--- src/rtl/jtag_tap_pkg.sv ---
// jtag_tap_pkg: shared TAP state encoding, instruction codes and next-state function
package jtag_tap_pkg;

    typedef enum logic [3:0] {
        EXIT2_DR   = 4'h0,
        EXIT1_DR   = 4'h1,
        SHIFT_DR   = 4'h2,
        PAUSE_DR   = 4'h3,
        SELECT_IR  = 4'h4,
        UPDATE_DR  = 4'h5,
        CAPTURE_DR = 4'h6,
        SELECT_DR  = 4'h7,
        EXIT2_IR   = 4'h8,
        EXIT1_IR   = 4'h9,
        SHIFT_IR   = 4'hA,
        PAUSE_IR   = 4'hB,
        RTI        = 4'hC,
        UPDATE_IR  = 4'hD,
        CAPTURE_IR = 4'hE,
        TLR        = 4'hF
    } tap_state_e;

    localparam logic [4:0] IR_IDCODE = 5'h01;
    localparam logic [4:0] IR_BYPASS = 5'h1F;
    localparam logic [1:0] IR_CAPTURE = 2'b01;

    function automatic tap_state_e tap_next(input tap_state_e s, input logic tms);
        case (s)
            TLR:        return tms ? TLR : RTI;
            RTI:        return tms ? SELECT_DR : RTI;
            SELECT_DR:  return tms ? SELECT_IR : CAPTURE_DR;
            CAPTURE_DR: return tms ? EXIT1_DR : SHIFT_DR;
            SHIFT_DR:   return tms ? EXIT1_DR : SHIFT_DR;
            EXIT1_DR:   return tms ? UPDATE_DR : PAUSE_DR;
            PAUSE_DR:   return tms ? EXIT2_DR : PAUSE_DR;
            EXIT2_DR:   return tms ? UPDATE_DR : SHIFT_DR;
            UPDATE_DR:  return tms ? SELECT_DR : RTI;
            SELECT_IR:  return tms ? TLR : CAPTURE_IR;
            CAPTURE_IR: return tms ? EXIT1_IR : SHIFT_IR;
            SHIFT_IR:   return tms ? EXIT1_IR : SHIFT_IR;
            EXIT1_IR:   return tms ? UPDATE_IR : PAUSE_IR;
            PAUSE_IR:   return tms ? EXIT2_IR : PAUSE_IR;
            EXIT2_IR:   return tms ? UPDATE_IR : SHIFT_IR;
            UPDATE_IR:  return tms ? SELECT_DR : RTI;
            default:    return TLR;
        endcase
    endfunction

endpackage

--- src/rtl/jtag_tap_fsm.sv ---
// jtag_tap_fsm: 16-state TAP controller advancing on detected TCK rising edges
module jtag_tap_fsm
    import jtag_tap_pkg::*;
(
    input  logic       clock,
    input  logic       reset,
    input  logic       trstn,
    input  logic       tck_rise,
    input  logic       tms,
    output tap_state_e state
);

    // TRSTn wins over a coincident TCK edge
    always_ff @(posedge clock) begin
        if (reset || !trstn) state <= TLR;
        else if (tck_rise)   state <= tap_next(state, tms);
    end

endmodule

--- src/rtl/jtag_tap_responder.sv ---
// jtag_tap_responder: oversampled JTAG TAP with IDCODE, BYPASS and a user data register
module jtag_tap_responder
    import jtag_tap_pkg::*;
#(
    parameter int                  IR_WIDTH      = 5,
    parameter logic [31:0]         IDCODE_VALUE  = 32'h20000913,
    parameter int                  USER_DR_WIDTH = 32,
    parameter logic [IR_WIDTH-1:0] USER_DR_IR    = IR_WIDTH'(5'h11)
) (
    input  logic                     clock,
    input  logic                     reset,
    input  logic                     jtag_TCK,
    input  logic                     jtag_TMS,
    input  logic                     jtag_TDI,
    input  logic                     jtag_TRSTn,
    output logic                     jtag_TDO_data,
    output logic                     jtag_TDO_driven,
    input  logic [USER_DR_WIDTH-1:0] user_capture_data,
    output logic                     user_capture_strobe,
    output logic                     user_update_valid,
    output logic [USER_DR_WIDTH-1:0] user_update_data,
    output logic [3:0]               tap_state,
    output logic [IR_WIDTH-1:0]      ir_value
);

    localparam int DRW = (USER_DR_WIDTH > 32) ? USER_DR_WIDTH : 32;
    localparam int DRI = $clog2(DRW);
    localparam logic [IR_WIDTH-1:0] IDC = IR_WIDTH'(IR_IDCODE);

    logic                tck_q, tck_prev_q, tms_q, tdi_q, trstn_q;
    logic                tck_rise, tck_fall;
    tap_state_e          state;
    logic [IR_WIDTH-1:0] ir_q, ir_sr_q;
    logic [DRW-1:0]      dr_sr_q, dr_d;
    logic [DRI-1:0]      dr_msb;

    assign tck_rise  = tck_q & ~tck_prev_q;
    assign tck_fall  = ~tck_q & tck_prev_q;
    assign tap_state = state;
    assign ir_value  = ir_q;

    // Single-stage input sampling plus TCK history for edge detection
    always_ff @(posedge clock) begin
        if (reset) begin
            tck_q      <= 1'b0;
            tck_prev_q <= 1'b0;
            tms_q      <= 1'b0;
            tdi_q      <= 1'b0;
            trstn_q    <= 1'b1;
        end else begin
            tck_q      <= jtag_TCK;
            tck_prev_q <= tck_q;
            tms_q      <= jtag_TMS;
            tdi_q      <= jtag_TDI;
            trstn_q    <= jtag_TRSTn;
        end
    end

    jtag_tap_fsm u_fsm (
        .clock    (clock),
        .reset    (reset),
        .trstn    (trstn_q),
        .tck_rise (tck_rise),
        .tms      (tms_q),
        .state    (state)
    );

    // DR shift inserts TDI at the MSB of whichever register the IR selects
    always_comb begin
        dr_msb = (ir_q == IDC) ? DRI'(31) : (ir_q == USER_DR_IR) ? DRI'(USER_DR_WIDTH - 1) : '0;
        dr_d = dr_sr_q >> 1;
        dr_d[dr_msb] = tdi_q;
    end

    // Capture/shift on TCK rise, TDO and update on TCK fall
    always_ff @(posedge clock) begin
        if (reset || !trstn_q) begin
            ir_q                <= IDC;
            ir_sr_q             <= '0;
            dr_sr_q             <= '0;
            jtag_TDO_data       <= 1'b0;
            jtag_TDO_driven     <= 1'b0;
            user_capture_strobe <= 1'b0;
            user_update_valid   <= 1'b0;
            user_update_data    <= '0;
        end else begin
            user_capture_strobe <= 1'b0;
            user_update_valid   <= 1'b0;
            if (state == TLR) ir_q <= IDC;
            if (tck_rise) begin
                if (state == CAPTURE_IR) ir_sr_q <= IR_WIDTH'(IR_CAPTURE);
                if (state == SHIFT_IR) ir_sr_q <= {tdi_q, ir_sr_q[IR_WIDTH-1:1]};
                if (state == SHIFT_DR) dr_sr_q <= dr_d;
                if (state == CAPTURE_DR) begin
                    dr_sr_q <= (ir_q == IDC) ? DRW'(IDCODE_VALUE) :
                               (ir_q == USER_DR_IR) ? DRW'(user_capture_data) : '0;
                    user_capture_strobe <= (ir_q == USER_DR_IR);
                end
            end
            if (tck_fall) begin
                jtag_TDO_data   <= (state == SHIFT_IR) ? ir_sr_q[0] : dr_sr_q[0];
                jtag_TDO_driven <= (state == SHIFT_IR) || (state == SHIFT_DR);
                if (state == UPDATE_IR) ir_q <= ir_sr_q;
                if (state == UPDATE_DR && ir_q == USER_DR_IR) begin
                    user_update_data  <= dr_sr_q[USER_DR_WIDTH-1:0];
                    user_update_valid <= 1'b1;
                end
            end
        end
    end

endmodule

--- config.mk ---
export PLATFORM = sky130hd
export DESIGN_NAME = jtag_tap_responder
export DESIGN_NICKNAME = d
export VERILOG_FILES = /design/src/rtl/jtag_tap_pkg.sv /design/src/rtl/jtag_tap_fsm.sv /design/src/rtl/jtag_tap_responder.sv
export SDC_FILE = /design/constraint.sdc
export NUM_CORES = 1
export LEC_CHECK = 0
export ABC_AREA = 1
export BUFFER_PORTS_ARGS = -buffer_cell sky130_fd_sc_hd__buf_2
export CORE_MARGIN = 3
export CORE_UTILIZATION = 54
export DETAILED_ROUTE_END_ITERATION = 10
export GPL_TIMING_DRIVEN = 0
export PLACE_DENSITY = 0.79
export SLEW_MARGIN = 20
export SYNTH_ARGS = -nofsm -noshare
export SYNTH_HDL_FRONTEND = slang
export SYNTH_SLANG_ARGS = --single-unit
--- constraint.sdc ---
create_clock -name clock -period 1.85 [get_ports clock]
set_clock_uncertainty 0.2 [all_clocks]
set_input_delay 0.185 -clock clock [delete_from_list [all_inputs] [get_ports clock]]
set_output_delay 0.185 -clock clock [all_outputs]
set_load 0.005 [all_outputs]
==> impl_metrics.tcl, run 1 <==
set metrics [dict create \
    dp.cells 733 \
    drc 0 \
    synth_seq_area_share_pct 46.09 \
    timing.hold.ws_ns 0.01006 \
    worstRegToRegCells 6 \
    start_kind "flop" \
    grt_max_degree 15 \
    slew_headroom_pct 69.02 \
    ys.flop_type "dfxtp_1" \
    track_usage_pct 25.73 \
    synth_edf_count 0 \
    dpl-instance-area_um2 4305 \
    timing.final.crit_share_pct 93.13 \
    synth-seq-cells 87 \
    fin_nets 732 \
    wire_per_inst_um 12.80 \
    start_util_pct 57.53 \
    final_cell_mix "137 x nand2_1, 104 x nor2_1, 89 x buf_2" \
    fp.dieH_um 89.65 \
    worst_slew_pin_slew_ns 0.4646 \
    cp.arrival_ns 1.80 \
    layout-drive-gt1-share_pct 20.17 \
    postSynthAreaPerCell_um2 6.772 \
    grt_pass1_vias 3499 \
    synthesis.area_um2 3779 \
    first_pass_iters 6 \
    startpoint "trstn_q" \
    status "finished clean" \
    hp-start "user_capture_data[29]" \
    synthXorXnorAreaFrac_pct 0 \
    synth_nets 596 \
    totalWireLength_mm 10.14 \
    path_clk_slew_ns 0.09 \
    critPathCaptureType "flop" \
    synth_compound_area_share_pct 14.83 \
    setup_viol 0 \
    numClockSinks 87 \
    worstHoldPathCells 5 \
    cts-htree-levels 3 \
    place_congestion 0.9078 \
    ys_types 23 \
    finalMaxSlewViolations 0 \
    worstSetupPathType "reg -> reg" \
    final.setup.worst_slack_ns 0.1271 \
    overflow 0 \
    ys_async_sr_fraction_pct 0 \
    layout.cells.non_filler 792 \
    antenna_found_initial 0 \
    postLayoutCellArea_um2 5004 \
    clk_path_buf_depth 2 \
    root_buffer "clkbuf_8" \
    critPathRequiredTime_ns 1.93 \
    min_period_ns 1.723 \
    ant_nets 0 \
    syn_to_final_growth_pct 32.42 \
    place_ws_ns 0.06312 \
    tns_ns 0 \
    via_count 4019 \
    cts_buffers 9 \
    vdd_drop_max_mv 0.5568 \
    synth_top_family_by_area "simple AND/OR/NAND/NOR gates" \
    hold_path.class "in -> reg" \
    power_density_nw_per_um2 769.4 \
    portBuffers 82 \
    synth-simple-area-share_pct 28.44 \
    r2r-start "trstn_q" \
    fin_util_pct 76.19 \
    r2r_slack_ns 0.13 \
    grt_pass1_wl_mm 16.12 \
    p_leak_nw 2.595 \
    core_um2 6568 \
    core.rowCount 29 \
    whs_endpoint "dr_sr_q[29]" \
    drt_iter0_markers 284 \
    die_area_um2 8037 \
    routed_via_density 5.074 \
    finalHoldViolCount 0 \
    synth-adder-area-share_pct 0 \
    ys_warn_count 0 \
    synth_mux_area_share_pct 0 \
    timing.fmax_mhz 580.4 \
    clk_latency_ns 0.36 \
    die_w_um 89.65 \
    syn_inst 558 \
    reg2reg_to "dr_sr_q[27]" \
    final_common_cell "nand2_1" \
    cap_violations 0 \
    n_fill_cell 520 \
    p_total_mw 3.850 \
    critical_path_peak_fanout 10 \
    io-pin-count 83 \
    cts_tree "yes" \
    diodes 0 \
    dp_hpwl_mm 6.562 \
]
-- cell usage after synthesis (4+ instances only) --
cell type / count / share of area [%]
o21ai_0: 35 / 4.6
nand2_1: 137 / 14
buf_4: 4 / 0.79
nor2_1: 106 / 11
clkbuf_1: 10 / 0.99
inv_1: 59 / 5.9
inv_2: 4 / 0.40
dfxtp_1: 87 / 46
nand3_1: 15 / 2.0
a21oi_1: 68 / 9.0
buf_2: 6 / 0.79
o21ai_1: 6 / 0.79
nor2_4: 4 / 1.2
buf_6: 5 / 1.5
-- registers in the layout, indices dropped and copies added, names as in the netlist, 4 cells and up --
name and cells:
user_update_data 32, ir_sr_q 5, dr_sr_q 32, ir_value 5
u_fsm.state 4
-- cell families after synthesis --
group / count (synthesis)
and+or+nand+nor: 269
DFF: 87
buffers and inverters: 91
AOI/OAI and AO/OA: 111
-- per-layer routing --
metal / vias up / track usage, % / part of all wire (%)
met3: 24 / 5.018 / 6.1
met2: 171 / 42.62 / 49
met5: - / 0 / 0
met1: 1811 / 33.07 / 42
met4: 0 / 10.01 / 2.8
li1: 2013 / - / -
-- power breakdown --
group / total [mW] / leakage [nW] / switching, mW / internal [mW]
Clock: 1.71 / 0.126 / 0.681 / 1.03
Combinational: 0.239 / 1.77 / 0.124 / 0.115
Sequential: 1.90 / 0.702 / 0.0149 / 1.88
-- critical path: stages, from the launching register on --
cell	delay [ns]
dfxtp_1	0.31
inv_1	0.03
nor2_1	0.25
buf_2	0.29
clkbuf_2	0.24
o21ai_0	0.16
a21oi_1	0.16
-- what timing repair did --
item                                    CTS  global route
endpoints found under the setup margin    0            56
endpoints found under the hold margin    34             0
buffers inserted                          0             5
hold buffers                             38             0
resized for setup                         0            20
-- worst max-delay path by stage --
stage / end / slack, ns / cells past startpoint
floorplan: dr_sr_q[0] / 0.33 / 8
global placement: u_fsm.state[3] / 0.01 / 6
detailed placement: u_fsm.state[3] / 0.06 / 6
CTS: dr_sr_q[27] / 0.01 / 6
global route: user_update_data[30] / -0.04 / 9
finish: dr_sr_q[27] / 0.13 / 6
-- final cells by class --
| type | instances | area, um^2 | area share (%) |
|---|---|---|---|
| buffer | 27 | 168.9 | 3.376 |
| clock buffer | 10 | 127.6 | 2.551 |
| clock inverter | 6 | 132.6 | 2.651 |
| inverter | 64 | 240.2 | 4.801 |
| multi-input combinational | 380 | 1645 | 32.88 |
| sequential | 87 | 1744 | 34.86 |
| tap | 93 | 116.4 | 2.326 |
| timing repair buffer | 125 | 828.3 | 16.55 |
(Power assumes the default switching activity.)
==> run 2, diff against run 1 <==
Settings changed: MAX_ROUTING_LAYER set to met4.
==> run 2 against run 1 <==
  * Clock-buffer cell count stayed put
  * Routed wire length hardly changed
  * Register-to-register slack hardly changed
  * Non-clock buffer count is 1 lower
  * Total power hardly changed
  * Worst setup slack better by 0.0064 ns
  * Global-route usage is 0.76 points higher
  * Sequential cell count stayed put
  * Combinational power hardly changed
  * Critical endpoint is now user_update_data[26]
==> impl_metrics.tcl, run 2 (same netlist as run 1, synthesis figures left out) <==
set metrics [dict create \
    status "finished clean" \
    reg_top3 "dr_sr_q x32, user_update_data x32" \
    grt_pass1_wl_mm 16.13 \
    fin_util_pct 76.07 \
    antenna_found_initial 0 \
    start_util_pct 57.53 \
    cts_tree "yes" \
    track_usage_pct 26.49 \
    syn_to_final_growth_pct 32.22 \
    drt_iter0_markers 298 \
    power_switching_uw 816.7 \
    cpLargestDelayFamily "simple AND/OR/NAND/NOR gates" \
    r2r_slack_ns 0.13 \
    core_um2 6568 \
    die_area_um2 8037 \
    share_comb_of_total_power_pct 6.2 \
    p_seq_share_pct 49.3 \
    clk_latency_ns 0.36 \
    overflow 0 \
    drc 0 \
    final_cell_mix "137 x nand2_1, 104 x nor2_1, 89 x buf_2" \
    cts-htree-levels 3 \
    core.rowCount 29 \
    p_int_mw 3.030 \
    critPathCaptureType "flop" \
    grt_max_degree 15 \
    worst_slew_pin_slew_ns 0.4718 \
    hp-start "user_capture_data[29]" \
    layout.cells.non_filler 791 \
    numClockSinks 87 \
    timing.final.crit_share_pct 92.79 \
    ant_nets 0 \
    dp.cells 733 \
    fp.dieH_um 89.65 \
    totalWireLength_mm 10.14 \
    start_kind "flop" \
    power_frac_clock_pct 44.4 \
    final.setup.worst_slack_ns 0.1334 \
    hold_path.class "in -> reg" \
    multi_input_area_um2 1645 \
    worstSetupPathType "reg -> reg" \
    critPathBufInv 4 \
    timing.fmax_mhz 582.6 \
    slew_headroom_pct 68.55 \
    min_period_ns 1.717 \
    place_congestion 0.9234 \
    grt_pass1_vias 3481 \
    diodes 0 \
    whs_endpoint "dr_sr_q[29]" \
    via_count 4004 \
    worstRegToRegCells 9 \
    root_buffer "clkbuf_8" \
    reg2reg_to "user_update_data[26]" \
    n_fill_cell 521 \
    clk_path_buf_depth 2 \
    worstHoldPathCells 5 \
    crit_chain "inv_1, nor2_2, nand3_2, inv_1, nand2_1, buf_6, buf_2, nor2_1, nor2_1" \
    critical_path_peak_fanout 10 \
    portBuffers 82 \
    wire_per_inst_um 12.82 \
    dp_hpwl_mm 6.562 \
    p_leak_nw 2.589 \
    cap_violations 0 \
    vdd_drop_max_mv 0.5570 \
    swShare_pct 21.23 \
    cts_buffers 9 \
    cp.arrival_ns 1.77 \
    finalMaxSlewViolations 0 \
    first_pass_iters 5 \
    layout-drive-gt1-share_pct 20.06 \
    fin_nets 731 \
    routed_via_density 5.062 \
    worst_path_max_delay_cell "dfxtp_1" \
    path_clk_slew_ns 0.09 \
    place_ws_ns 0.06312 \
    slowest_delay_ns 0.39 \
    critPathRequiredTime_ns 1.91 \
    cp.depth 9 \
    timing.hold.ws_ns 0.01269 \
    io-pin-count 83 \
    seqCellArea_um2 1744 \
    power_density_nw_per_um2 769.9 \
    die_w_um 89.65 \
    setup_viol 0 \
    r2r-start "ir_value[0]" \
    finalHoldViolCount 0 \
    dpl-instance-area_um2 4305 \
    final_common_cell "nand2_1" \
    postLayoutCellArea_um2 4996 \
]
-- run 2: cell types whose count changed in the layout (fill, tap and decap cells not counted), sizes merged --
cell | before | now
buf | 106 | 105
-- run 2: worst max path at each step --
stage,to,startpoint,slack [ns]
finish,user_update_data[26],ir_value[0],0.13
global route,user_update_data[30],ir_value[0],-0.04
CTS,dr_sr_q[27],trstn_q,0.01
detailed placement,u_fsm.state[3],reset,0.06
global placement,u_fsm.state[3],reset,0.01
floorplan,dr_sr_q[0],u_fsm.state[1],0.33
-- run 2: stage by stage --
| stage | power, mW | setup TNS, ns |
|---|---|---|
| after global placement | 2.110 | 0 |
| after floorplan | 2.031 | 0 |
| after global routing | 3.958 | -0.08880 |
| final | 3.846 | 0 |
| after CTS | 3.851 | 0 |
| after detailed placement | 2.111 | 0 |
-- run 2: repair_timing --
action	in CTS	in global routing
hold buffers	38	0
setup endpoints to repair	0	57
hold endpoints to repair	34	0
buffers inserted	0	4
resized for setup	0	20
-- run 2: layout make-up --
class                           instances  area share, %
Clock buffer                           10          2.554
Inverter                               64          4.808
Buffer                                 27          3.381
Timing Repair Buffer                  124          16.43
Tap cell                               93          2.329
Sequential cell                        87          34.91
Multi-Input combinational cell        380          32.93
Clock inverter                          6          2.655
-- run 2: layer usage --
layer / vias up / wire [um] / track usage [%]
met1: 1795 / 4246 / 33.24
met5: - / 0 / -
met2: 173 / 4992 / 42.55
met4: 0 / 259 / 12.04
met3: 23 / 639 / 3.376
li1: 2013 / - / -
-- run 2: worst min-delay path, delay by kind of cell --
kind,cells,cell delay (ns)
buffers and inverters,2,0.12
AO/OA/AOI/OAI,1,0.11
AND/OR/NAND/NOR,2,0.12
-- run 2: power groups by stage --
stage                     sequential, mW  clock (mW)  combinational [mW]
after global routing                1.90        1.79               0.265
after global placement              1.94           0               0.169
after CTS                           1.90        1.72               0.232
after floorplan                     1.94           0              0.0930
final                               1.90        1.71               0.239
after detailed placement            1.94           0               0.170
==> run 3, diff against run 2 <==
Settings changed: PLACE_DENSITY 0.79 to 0.8.
==> run 3 against run 2 <==
  * Hold slack better by 0.033 ns
  * Non-clock buffer count unchanged
  * Worst setup slack worse by 0.035 ns
  * Utilization down 1.2 points
  * Largest cell class unchanged
  * Largest power group unchanged
==> impl_metrics.tcl, run 3 (same netlist as run 1, synthesis figures left out) <==
set metrics [dict create \
    cp.arrival_ns 1.80 \
    reg_top3 "dr_sr_q x32, user_update_data x32" \
    share_comb_of_total_power_pct 7.3 \
    setup_viol 0 \
    syn_to_final_growth_pct 30.13 \
    final.setup.worst_slack_ns 0.09800 \
    cts_buffers 9 \
    crit_chain "inv_2, nor2_4, inv_2, nor2_4, buf_4, nand2_1, nor2_1, nor2_1" \
    io-pin-count 83 \
    first_pass_iters 5 \
    dp_hpwl_mm 6.759 \
    hold_path.class "in -> reg" \
    critPathRequiredTime_ns 1.90 \
    grt_max_degree 16 \
    grt_pass1_wl_mm 16.53 \
    worst_path_max_delay_cell "dfxtp_1" \
    critical_path_peak_fanout 10 \
    fp.dieH_um 89.65 \
    layout.cells.non_filler 791 \
    clk_path_buf_depth 2 \
    via_count 4030 \
    worst_slew_pin_slew_ns 0.5125 \
    place_ws_ns 0.05921 \
    die_w_um 89.65 \
    start_util_pct 57.53 \
    totalWireLength_mm 10.48 \
    p_leak_nw 2.543 \
    cap_violations 0 \
    grt_pass1_vias 3684 \
    critPathBufInv 3 \
    core_um2 6568 \
    postLayoutCellArea_um2 4917 \
    place_congestion 0.9122 \
    finalHoldViolCount 0 \
    power_frac_clock_pct 36.5 \
    portBuffers 82 \
    slew_headroom_pct 65.83 \
    ant_nets 0 \
    finalMaxSlewViolations 0 \
    worstRegToRegCells 8 \
    numClockSinks 87 \
    start_kind "flop" \
    final_common_cell "nand2_1" \
    vdd_drop_max_mv 0.4620 \
    swShare_pct 25.08 \
    dp.cells 733 \
    cp.depth 8 \
    slowest_delay_ns 0.37 \
    p_int_mw 2.528 \
    overflow 0 \
    path_clk_slew_ns 0.09 \
    drc 0 \
    root_buffer "clkbuf_8" \
    core.rowCount 29 \
    clk_latency_ns 0.35 \
    wire_per_inst_um 13.25 \
    status "finished clean" \
    drt_iter0_markers 374 \
    layout-drive-gt1-share_pct 19.77 \
    diodes 0 \
    antenna_found_initial 0 \
    die_area_um2 8037 \
    critPathCaptureType "flop" \
    fin_nets 731 \
    cts_tree "yes" \
    final_cell_mix "137 x nand2_1, 105 x nor2_1, 89 x buf_2" \
    worstHoldPathCells 7 \
    tns_ns 0 \
    timing.final.crit_share_pct 94.70 \
    worstSetupPathType "reg -> reg" \
    timing.fmax_mhz 570.8 \
    p_seq_share_pct 56.3 \
    routed_via_density 5.095 \
    power_switching_uw 846.5 \
    power_density_nw_per_um2 686.3 \
    cts-htree-levels 3 \
    min_period_ns 1.752 \
    track_usage_pct 27.37 \
    cpLargestDelayFamily "simple AND/OR/NAND/NOR gates" \
    dpl-instance-area_um2 4305 \
]
[run 3: cell count changes in the layout (fill, tap and decap cells not counted), sizes merged]
cell / delta
bufinv: -4
clkbuf: +1
clkinv: +1
inv: +1
dlygate4sd3: +1
buf: -2
clkinvlp: +2
[run 3: worst paths after layout]
kind | to | from | slack (ns)
worst min register to register | jtag_TDO_driven | jtag_TDO_driven | 0.28
worst max register to register | dr_sr_q[0] | tck_q | 0.1
worst min-delay path | dr_sr_q[31] | user_capture_data[31] | 0.05
worst max-delay path | dr_sr_q[0] | tck_q | 0.1
[run 3: worst reg2reg max path: cells and delay by family, from the launching register on]
family / cells / cell delay, ns
buf+inv: 3 / 0.42
flops: 1 / 0.37
simple gates: 5 / 0.66
[run 3: through the flow]
step	hold slack (ns)	util, %	power, mW
finish	0.04613	74.87	3.374
detailed placement	0.1783	65.56	2.113
floorplan	0.05618	-	2.031
global route	0.1009	74.87	3.497
CTS	0.03045	74.28	3.378
global placement	0.1676	65.56	2.111
[run 3: layer usage]
layer  up-vias  part of all wire, %  GRT usage, %
li1       2003                    -             -
met1      1827                   41         32.88
met2       174                   49         44.48
met3        26                  6.3         5.474
met4         0                  3.0         11.91
met5         -                    0             -
[run 3: repair_timing]
| item | in CTS | in global routing |
|---|---|---|
| gates resized for setup | 0 | 16 |
| setup buffers | 0 | 3 |
| hold buffers | 39 | 0 |
| hold endpoints to repair | 35 | 0 |
| setup endpoints to repair | 0 | 49 |
[run 3: cell type report]
class,count,area (um^2)
Sequential cell,87,1744
Fill cell,543,1650
Multi-Input combinational cell,380,1643
Timing Repair Buffer,124,823.3
Inverter,64,240.2
Buffer,27,167.7
Clock buffer,10,137.6
Tap cell,93,116.4
Clock inverter,6,45.04
[run 3: power groups by stage]
stage	logic (mW)	clock network, mW	registers (mW)
global route	0.268	1.33	1.90
global placement	0.170	0	1.94
detailed placement	0.172	0	1.94
CTS	0.237	1.24	1.90
finish	0.245	1.23	1.90
floorplan	0.0930	0	1.94
